===== src/rtl/hazard_ctrl_if.sv =====
// Hazard controller bus: decode/execute/mem/wb register info in,
// forwarding selects, stall/flush controls and mul/div status out.
interface hazard_ctrl_if #(
    parameter int AW    = 5,
    parameter int CNT_W = 32
);
    logic [AW-1:0]    rs1_d;
    logic [AW-1:0]    rs2_d;
    logic             use_rs1_d;
    logic             use_rs2_d;
    logic [AW-1:0]    rs1_e;
    logic [AW-1:0]    rs2_e;
    logic [AW-1:0]    rd_e;
    logic             wen_e;
    logic             load_e;
    logic             md_e;
    logic             redirect_e;
    logic [AW-1:0]    rd_m;
    logic             wen_m;
    logic [AW-1:0]    rd_w;
    logic             wen_w;
    logic [1:0]       r1_sel;
    logic [1:0]       r2_sel;
    logic             stall_f;
    logic             stall_d;
    logic             stall_e;
    logic             flush_d;
    logic             flush_e;
    logic             md_busy;
    logic             md_done;
    logic [CNT_W-1:0] stall_cnt;

    // Pipeline side: supplies register info, consumes controls
    modport master (
        output rs1_d, rs2_d, use_rs1_d, use_rs2_d, rs1_e, rs2_e, rd_e, wen_e,
               load_e, md_e, redirect_e, rd_m, wen_m, rd_w, wen_w,
        input  r1_sel, r2_sel, stall_f, stall_d, stall_e, flush_d, flush_e,
               md_busy, md_done, stall_cnt
    );

    // Hazard controller side
    modport slave (
        input  rs1_d, rs2_d, use_rs1_d, use_rs2_d, rs1_e, rs2_e, rd_e, wen_e,
               load_e, md_e, redirect_e, rd_m, wen_m, rd_w, wen_w,
        output r1_sel, r2_sel, stall_f, stall_d, stall_e, flush_d, flush_e,
               md_busy, md_done, stall_cnt
    );
endinterface


===== src/rtl/hazard_ctrl.sv =====
// Pipeline hazard controller for the five-stage rv32 core: EX operand
// forwarding, load-use stall, multi-cycle mul/div stall FSM, redirect
// flush and a saturating stall-cycle counter.
module hazard_ctrl #(
    parameter int AW     = 5,
    parameter int MD_LAT = 4,
    parameter int CNT_W  = 32
) (
    input  logic         clk,
    input  logic         rst,
    hazard_ctrl_if.slave bus
);
    localparam int CW = $clog2(MD_LAT);

    typedef enum logic {
        S_IDLE = 1'b0,
        S_BUSY = 1'b1
    } md_state_e;

    md_state_e        state_q;
    logic [CW-1:0]    cnt_q;
    logic [CNT_W-1:0] stall_cnt_q;
    logic             md_busy_c;
    logic             md_done_c;
    logic             lu_c;

    // MEM result beats WB result; x0 always reads the register file
    function automatic logic [1:0] fwd_sel(
        input logic [AW-1:0] rs,
        input logic [AW-1:0] rd_m,
        input logic          wen_m,
        input logic [AW-1:0] rd_w,
        input logic          wen_w
    );
        if (rs != '0 && wen_m && rd_m == rs)
            return 2'd1;
        else if (rs != '0 && wen_w && rd_w == rs)
            return 2'd2;
        else
            return 2'd0;
    endfunction

    // Operand forwarding selects, independent of reset
    always_comb begin
        bus.r1_sel = fwd_sel(bus.rs1_e, bus.rd_m, bus.wen_m, bus.rd_w, bus.wen_w);
        bus.r2_sel = fwd_sel(bus.rs2_e, bus.rd_m, bus.wen_m, bus.rd_w, bus.wen_w);
    end

    // Hazard detection and prioritised stall/flush generation
    always_comb begin
        lu_c      = bus.load_e && bus.wen_e && (bus.rd_e != '0) &&
                    ((bus.use_rs1_d && bus.rs1_d == bus.rd_e) ||
                     (bus.use_rs2_d && bus.rs2_d == bus.rd_e));
        md_busy_c = !rst && (((state_q == S_IDLE) && bus.md_e) ||
                             ((state_q == S_BUSY) && (cnt_q != '0)));
        md_done_c = !rst && (state_q == S_BUSY) && (cnt_q == '0);

        bus.stall_f = 1'b0;
        bus.stall_d = 1'b0;
        bus.stall_e = 1'b0;
        bus.flush_d = 1'b0;
        bus.flush_e = 1'b0;
        if (rst) begin
            // everything held low while in reset
        end else if (md_busy_c) begin
            bus.stall_f = 1'b1;
            bus.stall_d = 1'b1;
            bus.stall_e = 1'b1;
        end else if (bus.redirect_e) begin
            // decode instruction is wrong-path, so a pending load-use is moot
            bus.flush_d = 1'b1;
            bus.flush_e = 1'b1;
        end else if (lu_c) begin
            bus.stall_f = 1'b1;
            bus.stall_d = 1'b1;
            bus.flush_e = 1'b1;
        end

        bus.md_busy   = !rst && (state_q == S_BUSY);
        bus.md_done   = md_done_c;
        bus.stall_cnt = stall_cnt_q;
    end

    // Mul/div occupancy FSM; md_e is ignored in the done cycle
    always_ff @(posedge clk) begin
        if (rst) begin
            state_q <= S_IDLE;
            cnt_q   <= '0;
        end else begin
            case (state_q)
                S_IDLE: begin
                    if (bus.md_e) begin
                        state_q <= S_BUSY;
                        cnt_q   <= CW'(MD_LAT - 1);
                    end
                end
                S_BUSY: begin
                    if (cnt_q != '0)
                        cnt_q <= cnt_q - CW'(1);
                    else
                        state_q <= S_IDLE;
                end
                default: begin
                    state_q <= S_IDLE;
                    cnt_q   <= '0;
                end
            endcase
        end
    end

    // Saturating count of decode-stall cycles
    always_ff @(posedge clk) begin
        if (rst)
            stall_cnt_q <= '0;
        else if (bus.stall_d && (stall_cnt_q != {CNT_W{1'b1}}))
            stall_cnt_q <= stall_cnt_q + CNT_W'(1);
    end
endmodule


===== src/flat_wrapper.sv =====
// flat-port wrapper written by rule: the top's interface ports become plain ports
module hazard_ctrl_flat 
#(
    parameter int AW     = 5,
    parameter int MD_LAT = 4,
    parameter int CNT_W  = 32
)
  (clk, rst, bus_rs1_d, bus_rs2_d, bus_use_rs1_d, bus_use_rs2_d, bus_rs1_e, bus_rs2_e, bus_rd_e, bus_wen_e, bus_load_e, bus_md_e, bus_redirect_e, bus_rd_m, bus_wen_m, bus_rd_w, bus_wen_w, bus_r1_sel, bus_r2_sel, bus_stall_f, bus_stall_d, bus_stall_e, bus_flush_d, bus_flush_e, bus_md_busy, bus_md_done, bus_stall_cnt);
  hazard_ctrl_if #(.AW(AW), .CNT_W(CNT_W)) bus_i ();
  input  logic clk;
  input  logic rst;
  input wire logic [$bits(bus_i.rs1_d)-1:0] bus_rs1_d;
  input wire logic [$bits(bus_i.rs2_d)-1:0] bus_rs2_d;
  input wire logic [$bits(bus_i.use_rs1_d)-1:0] bus_use_rs1_d;
  input wire logic [$bits(bus_i.use_rs2_d)-1:0] bus_use_rs2_d;
  input wire logic [$bits(bus_i.rs1_e)-1:0] bus_rs1_e;
  input wire logic [$bits(bus_i.rs2_e)-1:0] bus_rs2_e;
  input wire logic [$bits(bus_i.rd_e)-1:0] bus_rd_e;
  input wire logic [$bits(bus_i.wen_e)-1:0] bus_wen_e;
  input wire logic [$bits(bus_i.load_e)-1:0] bus_load_e;
  input wire logic [$bits(bus_i.md_e)-1:0] bus_md_e;
  input wire logic [$bits(bus_i.redirect_e)-1:0] bus_redirect_e;
  input wire logic [$bits(bus_i.rd_m)-1:0] bus_rd_m;
  input wire logic [$bits(bus_i.wen_m)-1:0] bus_wen_m;
  input wire logic [$bits(bus_i.rd_w)-1:0] bus_rd_w;
  input wire logic [$bits(bus_i.wen_w)-1:0] bus_wen_w;
  output wire logic [$bits(bus_i.r1_sel)-1:0] bus_r1_sel;
  output wire logic [$bits(bus_i.r2_sel)-1:0] bus_r2_sel;
  output wire logic [$bits(bus_i.stall_f)-1:0] bus_stall_f;
  output wire logic [$bits(bus_i.stall_d)-1:0] bus_stall_d;
  output wire logic [$bits(bus_i.stall_e)-1:0] bus_stall_e;
  output wire logic [$bits(bus_i.flush_d)-1:0] bus_flush_d;
  output wire logic [$bits(bus_i.flush_e)-1:0] bus_flush_e;
  output wire logic [$bits(bus_i.md_busy)-1:0] bus_md_busy;
  output wire logic [$bits(bus_i.md_done)-1:0] bus_md_done;
  output wire logic [$bits(bus_i.stall_cnt)-1:0] bus_stall_cnt;
  assign bus_i.rs1_d = bus_rs1_d;
  assign bus_i.rs2_d = bus_rs2_d;
  assign bus_i.use_rs1_d = bus_use_rs1_d;
  assign bus_i.use_rs2_d = bus_use_rs2_d;
  assign bus_i.rs1_e = bus_rs1_e;
  assign bus_i.rs2_e = bus_rs2_e;
  assign bus_i.rd_e = bus_rd_e;
  assign bus_i.wen_e = bus_wen_e;
  assign bus_i.load_e = bus_load_e;
  assign bus_i.md_e = bus_md_e;
  assign bus_i.redirect_e = bus_redirect_e;
  assign bus_i.rd_m = bus_rd_m;
  assign bus_i.wen_m = bus_wen_m;
  assign bus_i.rd_w = bus_rd_w;
  assign bus_i.wen_w = bus_wen_w;
  assign bus_r1_sel = bus_i.r1_sel;
  assign bus_r2_sel = bus_i.r2_sel;
  assign bus_stall_f = bus_i.stall_f;
  assign bus_stall_d = bus_i.stall_d;
  assign bus_stall_e = bus_i.stall_e;
  assign bus_flush_d = bus_i.flush_d;
  assign bus_flush_e = bus_i.flush_e;
  assign bus_md_busy = bus_i.md_busy;
  assign bus_md_done = bus_i.md_done;
  assign bus_stall_cnt = bus_i.stall_cnt;
  hazard_ctrl #(.AW(AW), .MD_LAT(MD_LAT), .CNT_W(CNT_W)) u_core (.clk(clk), .rst(rst), .bus(bus_i));
endmodule

===== config.mk =====
export PLATFORM = sky130hd
export DESIGN_NAME = hazard_ctrl_flat
export DESIGN_NICKNAME = d
export VERILOG_FILES = /design/src/rtl/hazard_ctrl_if.sv /design/src/rtl/hazard_ctrl.sv /design/src/flat_wrapper.sv
export SDC_FILE = /design/constraint.sdc
export NUM_CORES = 1
export LEC_CHECK = 0
export CAP_MARGIN = 20
export CORE_MARGIN = 2
export CORE_UTILIZATION = 49
export CTS_BUF_LIST = sky130_fd_sc_hd__clkbuf_4 sky130_fd_sc_hd__clkbuf_8
export CTS_CLUSTER_SIZE = 30
export DETAILED_ROUTE_END_ITERATION = 16
export GPL_TIMING_DRIVEN = 0
export PLACE_DENSITY = 0.88
export SLEW_MARGIN = 20
export SYNTH_ARGS = -nofsm -noshare
export SYNTH_HDL_FRONTEND = slang
export SYNTH_SLANG_ARGS = --single-unit

===== constraint.sdc =====
create_clock -name clk -period 4.5 [get_ports clk]
set_clock_uncertainty 0.05 [all_clocks]
set_input_delay 0.675 -clock clk [delete_from_list [all_inputs] [get_ports clk]]
set_output_delay 0.675 -clock clk [all_outputs]
set_load 0.02 [all_outputs]

Word level (Yosys, flattened, before mapping)
Index checks and enable logic that the tools add are counted.
{"block": "word_totals", "ff_bits": 35, "output_inout_bits": 43, "word_cells": 65}
{"block": "op_classes", "add_sub_neg": 2, "eq_ne": 9, "muxes": 22, "bitwise": 1, "n_reduce_logical": 28}
{"operator": "$add A32 B1 Y32 const B", "n": 1}
{"operator": "$ne A32 B32 Y1 const B", "n": 1}
{"operator": "$eq A5 B5 Y1", "n": 6}
{"operator": "$logic_and A1 B1 Y1", "n": 19}
{"operator": "$reduce_bool A5 Y1", "n": 3}
{"operator": "$mux W1", "n": 14}
{"operator": "$mux W2", "n": 6}
{"operator": "$ne A2 B2 Y1 const B", "n": 2}
{"operator": "$pmux W2 S2", "n": 1}
{"operator": "$logic_not A2 Y1", "n": 1}
{"operator": "$logic_or A1 B1 Y1", "n": 2}
{"operator": "$pmux W1 S2", "n": 1}
{"operator": "$reduce_and A2 Y1", "n": 1}
{"operator": "$reduce_bool A2 Y1", "n": 1}
{"operator": "$sub A2 B1 Y2 const B", "n": 1}
{"operator": "$logic_not A1 Y1", "n": 1}
{"operator": "$not A1 Y1", "n": 1}

Logic depth before layout (Yosys ltp)
{"block": "depth", "depth_word": 9, "depth_mapped": 10, "depth_no_buf": 8}

Least setup slack after synthesis
Ideal clock, no wire load.
{"block": "synth_path", "kind": "input port to output port", "startpoint": "input port bus_rs1_e[1]", "endpoint": "output port bus_r1_sel[1]", "arrival_time_ns": 2.182, "t_required_ns": 3.775, "slack_ns": 1.593, "cell_stages": 4, "path_buffers": 0, "cell_sequence": "or4_1 nor2_1 nor4_1 nor4_1"}
{"block": "synth_via", "elab_chain_len": 5, "word_cells_on_any_way": 9, "classes_between": "2 x eq/ne; 2 x mux; 5 x reduce/logical"}
{"element": "start, declared", "line_no": "flat_wrapper.sv:16", "text": "input wire logic [$bits(bus_i.rs1_e)-1:0] bus_rs1_e;"}
{"element": "$reduce_bool A5 Y1", "line_no": "hazard_ctrl.sv:35, hazard_ctrl.sv:37"}
{"element": "$logic_and A1 B1 Y1 (2 in series)", "line_no": "hazard_ctrl.sv:37", "text": "else if (rs != '0 && wen_w && rd_w == rs)"}
{"element": "$mux W2", "line_no": "hazard_ctrl.sv:37"}
{"element": "$mux W2 *", "line_no": "hazard_ctrl.sv:35", "text": "if (rs != '0 && wen_m && rd_m == rs)"}
{"element": "end, declared", "line_no": "flat_wrapper.sv:27", "text": "output wire logic [$bits(bus_i.r1_sel)-1:0] bus_r1_sel;"}
Mark *: on every way between the ends. The rest lies on a longest branch, timed or not.

Final worst setup path
{"block": "layout_path", "startpoint": "input port bus_rd_e[1]", "endpoint": "output port bus_stall_f"}
{"block": "layout_via", "elab_chain_len": 8, "word_cells_on_any_way": 12, "classes_between": "2 x eq/ne; 4 x mux; 6 x reduce/logical"}
{"element": "start, declared", "line_no": "flat_wrapper.sv:18", "text": "input wire logic [$bits(bus_i.rd_e)-1:0] bus_rd_e;"}
{"element": "$eq A5 B5 Y1, on equally long branches", "line_no": "hazard_ctrl.sv:52, hazard_ctrl.sv:53"}
{"element": "$logic_and A1 B1 Y1, on equally long branches", "line_no": "hazard_ctrl.sv:52, hazard_ctrl.sv:53"}
{"element": "$logic_or A1 B1 Y1", "line_no": "hazard_ctrl.sv:52", "text": "((bus.use_rs1_d && bus.rs1_d == bus.rd_e) ||"}
{"element": "$logic_and A1 B1 Y1 *", "line_no": "hazard_ctrl.sv:51", "text": "lu_c = bus.load_e && bus.wen_e && (bus.rd_e != '0) &&"}
{"element": "$mux W1 *", "line_no": "hazard_ctrl.sv:73", "text": "end else if (lu_c) begin"}
{"element": "$mux W1 *", "line_no": "hazard_ctrl.sv:69", "text": "end else if (bus.redirect_e) begin"}
{"element": "$mux W1 *", "line_no": "hazard_ctrl.sv:65", "text": "end else if (md_busy_c) begin"}
{"element": "$mux W1 *", "line_no": "hazard_ctrl.sv:63", "text": "if (rst) begin"}
{"element": "end, declared", "line_no": "flat_wrapper.sv:29", "text": "output wire logic [$bits(bus_i.stall_f)-1:0] bus_stall_f;"}
Marks and branches as above.

==> summary.md <==
| Metric | Value |
|---|---|
| Number of I/O pins | between 80 and 90 |
| Final Instance Area | 3300 um^2 |
| Cells after Synth | 280 |
| DR vias | 2534 |
| Non-Filler Instances | 426 |
| Worst r2r path cells | 8 |
| Number of global-route vias before repair | between 2000 and 3000 |
| RSZ-0062 raised after global routing | no |
| Ys async rst share | 0% |
| Post-synthesis net count | 327 |
| Largest net degree at the start of global routing | 12 |
| Final Max Slew Viols | 0 |
| HPWL after DPL | ~5000 um |
| Worst slew pin tran | 0.869 ns |
| Min-delay worst type | reg -> reg |
| Clock Root Buffer | clkbuf_8 |
| Via-to-Cell Ratio | 5.95 |
| Worst skew pair latency | about 0.29 ns |
| Grt total ovfl | 0 |
| Die height | 71.8 um |
| Power Total | ~0.00076 W |
| Post-synth EDFFs | 0 |
| Nets | 420 |
| Area of the core | 4380 um^2 |
| # fillers | 330 |
| Synth unique cells | 45 |
| Final Hold Viols | 0 |
| Element type at the critical path end | output pin |
| Dpl cells | 418 |
| DRT Wirelength | 6640 um |
| CTS tree | done |
| # hold bufs at CTS | 0 |
| DRC | 0 |
| Ys Warns | 0 |
| Die area | just over 5000 um^2 |
| Setup violators final | 0 |
| Crit path DAT | between 3 and 4 ns |
| CTS buffer count | 5 |
| Initial antenna violation count | 0 |
| Cell row count | 24 |
| Min Hold Slack | 0.428 ns |
| Critical Path Fanout Max | 8 |
| DR iter-0 viols | 153 |
| Area of the multi-input gates | 1450 um^2 |
| Setup TNS | 0 ns |
| Buffers added on ports | 86 |
| First-pass GRT wire length | 11200 um |
| Number of diodes | 0 |
| ANT nets after route | 0 |
| First-pass DRT Iterations | 4 |
| Max-cap violations | 0 |
| Placed cell areas | roughly 3200 um^2 |
| Setup Buffers After CTS | 0 |
| Area Growth Syn to Fin | 46.3% |
| Post-DR wirelength/cell | 15.6 um |
| Yosys reg bits | 35 |
| Leak Pwr | between 1 and 1.5 nW |
| Slew headroom | about two fifths |
| Layout cells sized above 1 | 6.42% |
| CTS sink cnt | 35 |
| Die Width | 71.8 um |
| Seq/Total Area, Yosys | 31.1% |
| Post-CTS resize count | 0 |
| Status | completed |
| Crit share post-route | 89.6% |
| Worst VDD drop | 0.000176 V |
| Initial Util | about half |
| CP Launch Type | input port |
| GPL Wtd Cong | 0.874 |
| PwrDens | 230 nW/um^2 |
| H-tree levels | 2 |
| All-Layer GR Usage | 27.0% |
| Setup CP Type | in -> out |
| Fmax | 248 MHz |
| Sequential cell area | between 700 and 800 um^2 |
| Area of the mapped netlist | 2250 um^2 |
| Hold-critical path depth | 1 |
| Clk slew on worst S/H paths | 0.07 ns |
| Worst Path Required | between 3 and 4 ns |
| Syn avg cell area | 8.05 um^2 |
| Min cycle time layout | 4.03 ns |
| Longest Clk Path Bufs | 2 |
| Synth Flop Type | dfxtp_1 |
cell usage after synthesis, types with 3 or more instances:
master | instances | area share, %
nor4_1 | 5 | 1.4
xor2_1 | 8 | 3.1
o41ai_1 | 3 | 1.2
dfxtp_1 | 35 | 31
nor2b_1 | 6 | 1.7
xnor2_1 | 28 | 11
o31ai_1 | 4 | 1.3
inv_1 | 9 | 1.5
o21ai_0 | 15 | 3.3
mux2_2 | 3 | 1.5
a21oi_1 | 17 | 3.8
buf_2 | 3 | 0.67
clkbuf_1 | 4 | 0.67
nand2_1 | 15 | 2.5
and3_1 | 4 | 1.1
o311ai_0 | 4 | 1.6
or3_1 | 15 | 4.2
nand3_1 | 20 | 4.4
and2_1 | 3 | 0.83
nor3_1 | 4 | 0.89
nand4_1 | 18 | 5.0
or4_1 | 5 | 1.7
nor2_1 | 23 | 3.8
worst max-delay path: stages:
cell and delay, ns:
clkdlybuf4s50_1 0.46, or3_1 0.42, o211a_1 0.25, a31oi_1 0.67, inv_1 0.13, buf_4 0.17
clkdlybuf4s50_1 0.53
worst paths after layout:
check / start / end / slack (ns)
max: bus_rd_e[1] / bus_stall_f / 0.47
min: u_core.cnt_q[0] / u_core.cnt_q[0] / 0.43
max reg2reg: u_core.cnt_q[0] / u_core.bus.stall_cnt[28] / 2.12
min reg2reg: u_core.cnt_q[0] / u_core.cnt_q[0] / 0.43
routing by layer:
layer | part of all wire, % | global-route usage [%] | vias to the layer above | routed length, um
met4 | 3.2 | 14.3 | 0 | 214
met5 | 0 | 0 | - | 0
li1 | - | - | 1220 | -
met3 | 9.8 | 6.61 | 23 | 648
met1 | 38 | 30.2 | 1170 | 2550
met2 | 49 | 47.1 | 121 | 3220
cell type report:
type / instances / share of cell area, %
sequential: 35 / 21.3
timing repair buffer: 86 / 26.1
clock buffer: 6 / 2.50
inverter: 9 / 1.02
buffer: 11 / 2.05
clock inverter: 2 / 1.06
multi-input combinational: 225 / 44.0
tap: 52 / 1.97
registers in the layout, indices dropped and copies added (netlist names):
| signal | cells |
|---|---|
| u_core.bus.stall_cnt | 32 |
| u_core.cnt_q | 2 |
| u_core.state_q | 1 |
through the flow:
| step | worst slack, ns | util, % |
|---|---|---|
| after floorplan | 1.59 | - |
| after global placement | 0.606 | 72.5 |
| after detailed placement | 0.575 | 72.5 |
| after CTS | 0.511 | 75.2 |
| after global routing | 0.325 | 75.2 |
| final | 0.469 | 75.2 |
cell usage in the layout, fill, tap and decap left out, types with 5 or more instances in the layout:
master           count
nand4_1             18
inv_1                9
or3_1               15
nor2_1              23
xnor2_1             28
clkbuf_8             6
nor4_1               5
or4_1                5
clkdlybuf4s50_1     86
dfxtp_1             35
xor2_1               8
nor2b_1              6
nand3_1             20
nand2_1             15
a21oi_1             17
o21ai_0             15
cell families (layout without fill, tap and decap cells):
kind of cell	Yosys count	after routing	synth area share, %
DFF	35	35	31.1
and+or+nand+nor	127	127	31.3
AOI/OAI and AO/OA	56	56	16.0
adders and majority gates	2	2	1.11
muxes	4	4	1.94
xor gates and xnor gates	36	36	14.0
buffers and inverters	20	114	4.50
report_power, final:
| group | total (W) | switching [W] | internal (W) |
|---|---|---|---|
| Clock | 0.000293 | 0.000114 | 0.000179 |
| Sequential | 0.000317 | 0.00000323 | 0.000314 |
| Combinational | 0.000149 | 0.0000710 | 0.0000776 |
| Total | 0.000759 | 0.000188 | 0.000571 |
Power figures use the tool's default switching activity.
